<file path="src/rtl/hc138_ack.sv">
// hc138_ack -- registered 3-to-8 acknowledge decoder for an hc148 interrupt path.
//
// The block samples the active-low code and group-select of an 8-input priority
// encoder. It drives one active-low acknowledge line back to the winning
// requester for HOLD_CYCLES clocks. It then waits until the request is released
// before it will acknowledge again.
//
// Build option: define HC138_SYNC_EN to put a 2-flop synchronizer on en_N,
// code_N and gs_N. The synchronizer flops reset to 1 (inactive), and the
// request-to-ack latency becomes 3 edges. With the macro undefined, the inputs
// feed the FSM directly.
//
// Parameters:
//   HOLD_CYCLES  cycles an acknowledge line is held low (1..255, default 4)
// Ports:
//   clk      rising-edge clock
//   rst_n    synchronous active-low reset
//   en_N     active-low enable; high forces the decoder idle / aborts an ack
//   code_N   active-low encoder code; requester index = ~code_N
//   gs_N     active-low group select; low = valid request present
//   ack_N    active-low one-hot acknowledge (registered)
//   busy     high while acknowledging or waiting for request release
//   ack_cnt  number of acknowledges issued, modulo 256
module hc138_ack #(
    parameter int unsigned HOLD_CYCLES = 4
) (
    input  logic       clk,
    input  logic       rst_n,
    input  logic       en_N,
    input  logic [2:0] code_N,
    input  logic       gs_N,
    output logic [7:0] ack_N,
    output logic       busy,
    output logic [7:0] ack_cnt
);

    localparam logic [7:0] HOLD_LOAD = 8'(HOLD_CYCLES - 1);

    typedef enum logic [1:0] {
        IDLE    = 2'd0,
        ACK     = 2'd1,
        RELEASE = 2'd2
    } state_t;

    // Inputs as seen by the FSM (either direct or synchronized)
    logic       en_s;
    logic       gs_s;
    logic [2:0] code_s;

`ifdef HC138_SYNC_EN
    // Bit order: {en_N, gs_N, code_N}. Flops reset to all-ones so that the FSM
    // sees "disabled, no request" while the chain refills after reset.
    logic [4:0] meta_reg;
    logic [4:0] sync_reg;

    always_ff @(posedge clk) begin
        if (!rst_n) begin
            meta_reg <= 5'h1F;
            sync_reg <= 5'h1F;
        end else begin
            meta_reg <= {en_N, gs_N, code_N};
            sync_reg <= meta_reg;
        end
    end

    assign en_s   = sync_reg[4];
    assign gs_s   = sync_reg[3];
    assign code_s = sync_reg[2:0];
`else
    assign en_s   = en_N;
    assign gs_s   = gs_N;
    assign code_s = code_N;
`endif

    // Active-low one-hot pattern for the requester currently on the code bus.
    // The requester index is ~code_s.
    logic [7:0] ack_pattern;

    genvar gi;
    generate
        for (gi = 0; gi < 8; gi++) begin : g_decode
            assign ack_pattern[gi] = ((~code_s) != 3'(gi));
        end
    endgenerate

    state_t     state_reg, state_next;
    logic [7:0] ack_reg, ack_next;
    logic [7:0] hold_reg, hold_next;
    logic [7:0] cnt_reg, cnt_next;

    always_ff @(posedge clk) begin
        if (!rst_n) begin
            state_reg <= IDLE;
            ack_reg   <= 8'hFF;
            hold_reg  <= 8'h00;
            cnt_reg   <= 8'h00;
        end else begin
            state_reg <= state_next;
            ack_reg   <= ack_next;
            hold_reg  <= hold_next;
            cnt_reg   <= cnt_next;
        end
    end

    always_comb begin
        state_next = state_reg;
        ack_next   = ack_reg;
        hold_next  = hold_reg;
        cnt_next   = cnt_reg;

        case (state_reg)
            IDLE: begin
                ack_next = 8'hFF;
                if (!en_s && !gs_s) begin
                    ack_next   = ack_pattern;
                    hold_next  = HOLD_LOAD;
                    cnt_next   = cnt_reg + 8'd1;
                    state_next = ACK;
                end
            end
            ACK: begin
                // The acknowledge pattern stays frozen. An abort by en_N wins
                // over the hold counter expiring in the same cycle.
                if (en_s) begin
                    ack_next   = 8'hFF;
                    state_next = IDLE;
                end else if (hold_reg == 8'h00) begin
                    ack_next   = 8'hFF;
                    state_next = RELEASE;
                end else begin
                    hold_next = hold_reg - 8'd1;
                end
            end
            RELEASE: begin
                // Stay here while the same request is still held, so that it
                // is never acknowledged twice.
                ack_next = 8'hFF;
                if (gs_s || en_s) begin
                    state_next = IDLE;
                end
            end
            default: begin
                ack_next   = 8'hFF;
                state_next = IDLE;
            end
        endcase
    end

    assign ack_N   = ack_reg;
    assign busy    = (state_reg != IDLE);
    assign ack_cnt = cnt_reg;

endmodule

</file>
<file path="config.mk">
export PLATFORM = sky130hd
export DESIGN_NAME = hc138_ack
export DESIGN_NICKNAME = d
export VERILOG_FILES = /design/src/rtl/hc138_ack.sv
export SDC_FILE = /design/constraint.sdc
export NUM_CORES = 1
export LEC_CHECK = 0
export ABC_AREA = 1
export CAP_MARGIN = 20
export CORE_MARGIN = 3
export CORE_UTILIZATION = 28
export CTS_BUF_LIST = sky130_fd_sc_hd__clkbuf_8
export CTS_CLUSTER_DIAMETER = 80
export CTS_CLUSTER_SIZE = 10
export DETAILED_ROUTE_END_ITERATION = 8
export SLEW_MARGIN = 20
export SYNTH_ARGS = -nofsm -noshare
export SYNTH_HDL_FRONTEND = slang
export SYNTH_SLANG_ARGS = --single-unit
export TNS_END_PERCENT = 50
</file>
<file path="constraint.sdc">
create_clock -name clk -period 1.43 [get_ports clk]
set_input_delay 0.429 -clock clk [delete_from_list [all_inputs] [get_ports clk]]
set_output_delay 0.429 -clock clk [all_outputs]
set_load 0.005 [all_outputs]
</file>
==> After elaboration in Yosys (flattened, before gate mapping) <==
Index checks and enable logic that the tools add are counted.
{ "word_totals": {"ff_bits": 26, "inputBits": 7, "word_cells": 46} }
{ "op_classes": {"n_addsub": 2, "n_eq_ne": 14, "mux": 13, "bitwise_logic": 1, "reduce_logical": 12} }
{ "ops": {"columns": ["op", "n"], "rows": [
  ["2-to-1 mux 8 bit", 6],
  ["one-hot mux 8 bit (2 select lines)", 2],
  ["inequality test 3 bit, second input constant", 5],
  ["adder 8 x 1 -> 8 bit, second input constant", 1],
  ["zero test 8 bit", 1],
  ["2-to-1 mux 2 bit", 4],
  ["inequality test 2 bit, second input constant", 4],
  ["subtractor 8 x 1 -> 8 bit, second input constant", 1],
  ["inequality test 3 x 2 -> 1 bit, second input constant", 2],
  ["one-hot mux 2 bit (3 select lines)", 1],
  ["AND reduction 4 bit", 1],
  ["nonzero test 2 bit", 2],
  ["inequality test 3 x 1 -> 1 bit, second input constant", 1],
  ["inverter 3 bit", 1],
  ["AND reduction 3 bit", 1],
  ["nonzero test 3 bit", 1],
  ["== test 2 x 1 -> 1 bit, second input constant", 1],
  ["== test 2 bit, second input constant", 1],
  ["zero test 1 bit", 2],
  ["zero test 2 bit", 1],
  ["AND reduction 2 bit", 1],
  ["logical AND 1 bit", 1],
  ["logical OR 1 bit", 1]
]} }

==> Depth between registers and ports, before layout <==
{ "logic_depth": {"word_depth": 4, "depth_mapped": 9} }

==> Least setup slack after synthesis <==
No wires, ideal clock.
{ "synth_path": {"path_kind": "reg-to-reg", "start": "register hold_reg[0]", "end": "register hold_reg[0]", "setup_ns": 0.118, "t_arrival_ns": 1.187, "required_time_ns": 1.312, "setup_slack_ns": 0.125, "stages_incl_launch_ff": 10, "n_path_buf": 0, "path_cell_list": "dfxtp_1 > inv_1 > ha_1 > inv_1 > nor2_1 > nand3_2 > nand2_2 > nand2_1 > o21ai_1 > nor2_1"} }
{ "synth_via": {"elab_chain_cells": 4, "word_cells_on_any_way": 7} }
{ "synth_lines": {"columns": ["item", "line_no", "rtl"], "rows": [
  ["start, declared", "88", "logic [7:0] hold_reg, hold_next;"],
  ["start signal, assigned", "100", "hold_reg <= hold_next;"],
  ["subtractor 8 x 1 -> 8 bit", "131", "hold_next = hold_reg - 8'd1;"],
  ["2-to-1 mux 8 bit", "127", "end else if (hold_reg == 8'h00) begin"],
  ["2-to-1 mux 8 bit", "124", "if (en_s) begin"],
  ["one-hot mux 8 bit (2 select lines)", "111", "case (state_reg)"]
]} }
Parallel ways exist; a longest one is shown, timed or not. The select of a mux whose other input is x is not followed.
A chain may end at the register's enable or synchronous reset.

==> Worst setup path after layout <==
{ "layout_path": {"start": "register state_reg[1]", "end": "output port busy"} }
{ "layout_via": {"elab_chain_cells": 1} }
{ "layout_lines": {"columns": ["item", "line_no", "rtl"], "rows": [
  ["start, declared", "86", "state_t state_reg, state_next;"],
  ["start signal, assigned", "98", "state_reg <= state_next;"],
  ["nonzero test 2 bit", "150", "assign busy = (state_reg != IDLE);"],
  ["end, declared", "33", "output logic busy,"]
]} }
Every way passes these cells.

==> summary.md <==
| Metric | Value |
|---|---|
| M2 GR Usage | `20.8%` |
| CP startpoint kind | `flop` |
| Slew headroom | `81.3%` |
| CP Capture Type | `primary output` |
| CP arrival | `0.94 ns` |
| Area growth syn-to-layout | `50.0%` |
| Switching part of the total power | `27.6%` |
| Post-route setup slack | `0.0600 ns` |
| Clock root cell | `clkbuf_8` |
| I/O pins | `24` |
| Achievable Freq | `0.730 GHz` |
| P_sw | `509 uW` |
| RSZ-0062 raised after global routing | `false` |
| Antenna Diode Count | `0` |
| Initial core utilization | `29.6%` |
| Fin. max-slew vios | `0` |
| Wire per inst | `10.6 um` |
| Routed Wire Length | `3190 um` |
| CP max stage delay | `0.33 ns` |
| Largest net degree at the start of global routing | `16` |
| Outcome | `complete, no violations` |
| Die Span Y | `74.5 um` |
| Hpwl dp | `2300 um` |
| Total grt overflow | `0` |
| H-tree depth | `1` |
| Worst Tran Pin Value | `0.280 ns` |
| CP Data Required Time | `1.00 ns` |
| Sequential area share after synthesis | `39.6%` |
| Synth warn | `0` |
| Seq cells post-synth | `26` |
| Routed Antenna Nets | `0` |
| Synth Area per Inst | `6.71 um2` |
| Synth cell types | `22` |
| Hold Violations, Final | `0` |
| Via-to-Cell Ratio | `4.50` |
| Critical Path, Cell by Cell | `nor2_2 -> inv_1 -> clkdlybuf4s15_1` |
| Vias | `1356` |
| CP max FO | `2` |
| Placer Congestion | `0.796` |
| Most used DFF post-synth | `dfxtp_1` |
| Combinational Power Share | `24.1%` |
| Pre-Repair DR Iteration Count | `4` |
| Hold-fix buffers, CTS | `0` |
| CTS tree | `yes` |
| Core ar. | `4440 um2` |
| Ranking of synthesized cells by area | `dfxtp_1 40%, nand3_1 13%, nand2_1 10%` |
| Clk slew on worst S/H paths | `0.10 ns` |
| Peak VDD IR | `0.477 mV` |
| Clk_lat worst skew | `0.28 ns` |
| Setup CP Type | `flop to primary output` |
| Met3 Track Usage GR | `1.62%` |
| Die ar. | `5550 um2` |
| Vias in the first global route | `1304` |
| GR Util All Layers | `13.1%` |
| Final #Nets | `260` |
| Clock network fraction of design power | `33.9%` |
| Final setup fails | `0` |
| Chip width | `74.5 um` |
| Post-Route Setup TNS | `0 ns` |
| Area post-placement | `1790 um2` |
| Leak | `0.926 nW` |
| Max clock buf depth | `2` |
| Placement Setup Slack | `-0.376 ns` |
| HP Class | `flop to flop` |
| Max_cap viols | `0` |
| Final Skew | `0.00600 ns` |
| Most frequent cells in the layout | `36 x nand2_1, 32 x nand3_1, 29 x inv_1` |
| Most common cell after layout, fill and taps aside | `nand2_1` |
| Synth Instances | `196` |
| Met1 track demand over resource | `17.6%` |
| EDFF count, synth | `0` |
| Clock buffer count from CTS | `3` |
| Cell Int Power | `1.33 mW` |
| Final Cycle Share | `95.8%` |
| Final Non-Filler Cells | `301` |
| Drt initial violations | `98` |
| Port-buffer cells | `23` |
| Clk sinks | `26` |
| Seq pwr share | `42.0%` |
| Initial antenna violation count | `0` |
| Layout cell share with drive strength beyond 1 | `26.1%` |
| Cells after DPL | `292` |
| Fin area | `1970 um2` |
| DRC | `0` |
| Synthesized Nets | `206` |
| Core Rows | `24` |
| Minimum clock period | `1.37 ns` |
| GRT busiest layer | `met2` |
| Synth area leader | `dfxtp_1` |
| Top cell type's share of synthesized area | `39.6%` |
| Pwr/cell area | `934 nW/um2` |
| Async set-reset flop share out of synthesis | `0%` |
| Crit-path slowest cell | `dfxtp_2` |
| Global-route wire length before repair | `5770 um` |
| Synthesized area | `1320 um2` |
| Filler cells | `471` |
-- synthesized netlist by cell type (2+ instances only) --
cell type / instances
nand2_1: 36
nand3_1: 35
nor2_1: 30
inv_1: 29
dfxtp_1: 26
o21ai_0: 11
a21oi_1: 7
ha_1: 3
nand2_2: 3
nand4_1: 2
nor3_2: 2
o21ai_1: 2
-- what timing repair did --
item	in CTS	in global routing
endpoints found under the setup margin	24	27
pin swaps	2	10
endpoints found under the hold margin	0	0
setup buffers	6	1
gates resized for setup	43	14
-- through the flow --
| stage | hold WS, ns | utilization [%] | power, mW |
|---|---|---|---|
| after global routing | 0.514 | 44.4 | 1.95 |
| after floorplan | 0.465 | - | 1.01 |
| after global placement | 0.487 | 40.2 | 1.18 |
| final | 0.502 | 44.4 | 1.84 |
| after detailed placement | 0.483 | 40.2 | 1.18 |
| after CTS | 0.505 | 43.4 | 1.84 |
-- cell type report --
| cell class | instances | area [um2] | share of cell area [%] |
|---|---|---|---|
| Sequential cell | 26 | 537 | 27.2 |
| Clock inverter | 1 | 30.0 | 1.52 |
| Clock buffer | 3 | 41.3 | 2.09 |
| Inverter | 31 | 119 | 6.03 |
| Multi-Input combinational cell | 137 | 734 | 37.2 |
| Tap cell | 52 | 65.1 | 3.30 |
| Timing Repair Buffer | 51 | 445 | 22.6 |
-- power by group through the flow --
stage	logic (mW)	clock network, mW	registers, mW
2_1_floorplan	0.220	0	0.789
6_report	0.444	0.624	0.774
5_1_grt	0.494	0.676	0.778
4_1_cts	0.418	0.644	0.774
3_5_place_dp	0.394	0	0.790
3_3_place_gp	0.394	0	0.790
-- worst paths after layout --
kind,startpoint,end,slack [ns],cells past startpoint
worst min-delay path,ack_N[1],ack_N[1],0.50,2
worst min register to register,ack_N[1],ack_N[1],0.50,2
worst max-delay path,state_reg[1],busy,0.06,3
worst max register to register,hold_reg[2],hold_reg[0],0.11,8
-- critical path, delay by kind of cell (launching register included) --
kind                   cells  cell delay, ns
buffers and inverters      2            0.23
DFF                        1            0.33
and+or+nand+nor            1            0.11
-- logic make-up (layout without fill, tap and decap cells) --
family,count (synthesis),count (layout),share of synthesized area (%)
flops,26,26,39.6
xor+xnor,1,1,0.666
buf+inv,33,86,9.51
simple gates,112,112,38.5
fa+ha+maj,3,3,2.85
compound gates,21,21,8.85
-- routing by layer --
metal / vias up / part of all wire [%]
met2: 20 / 46
li1: 735 / -
met5: - / 0
met3: 4 / 2.7
met4: 0 / 2.4
met1: 597 / 49
(Power assumes the default switching activity.)
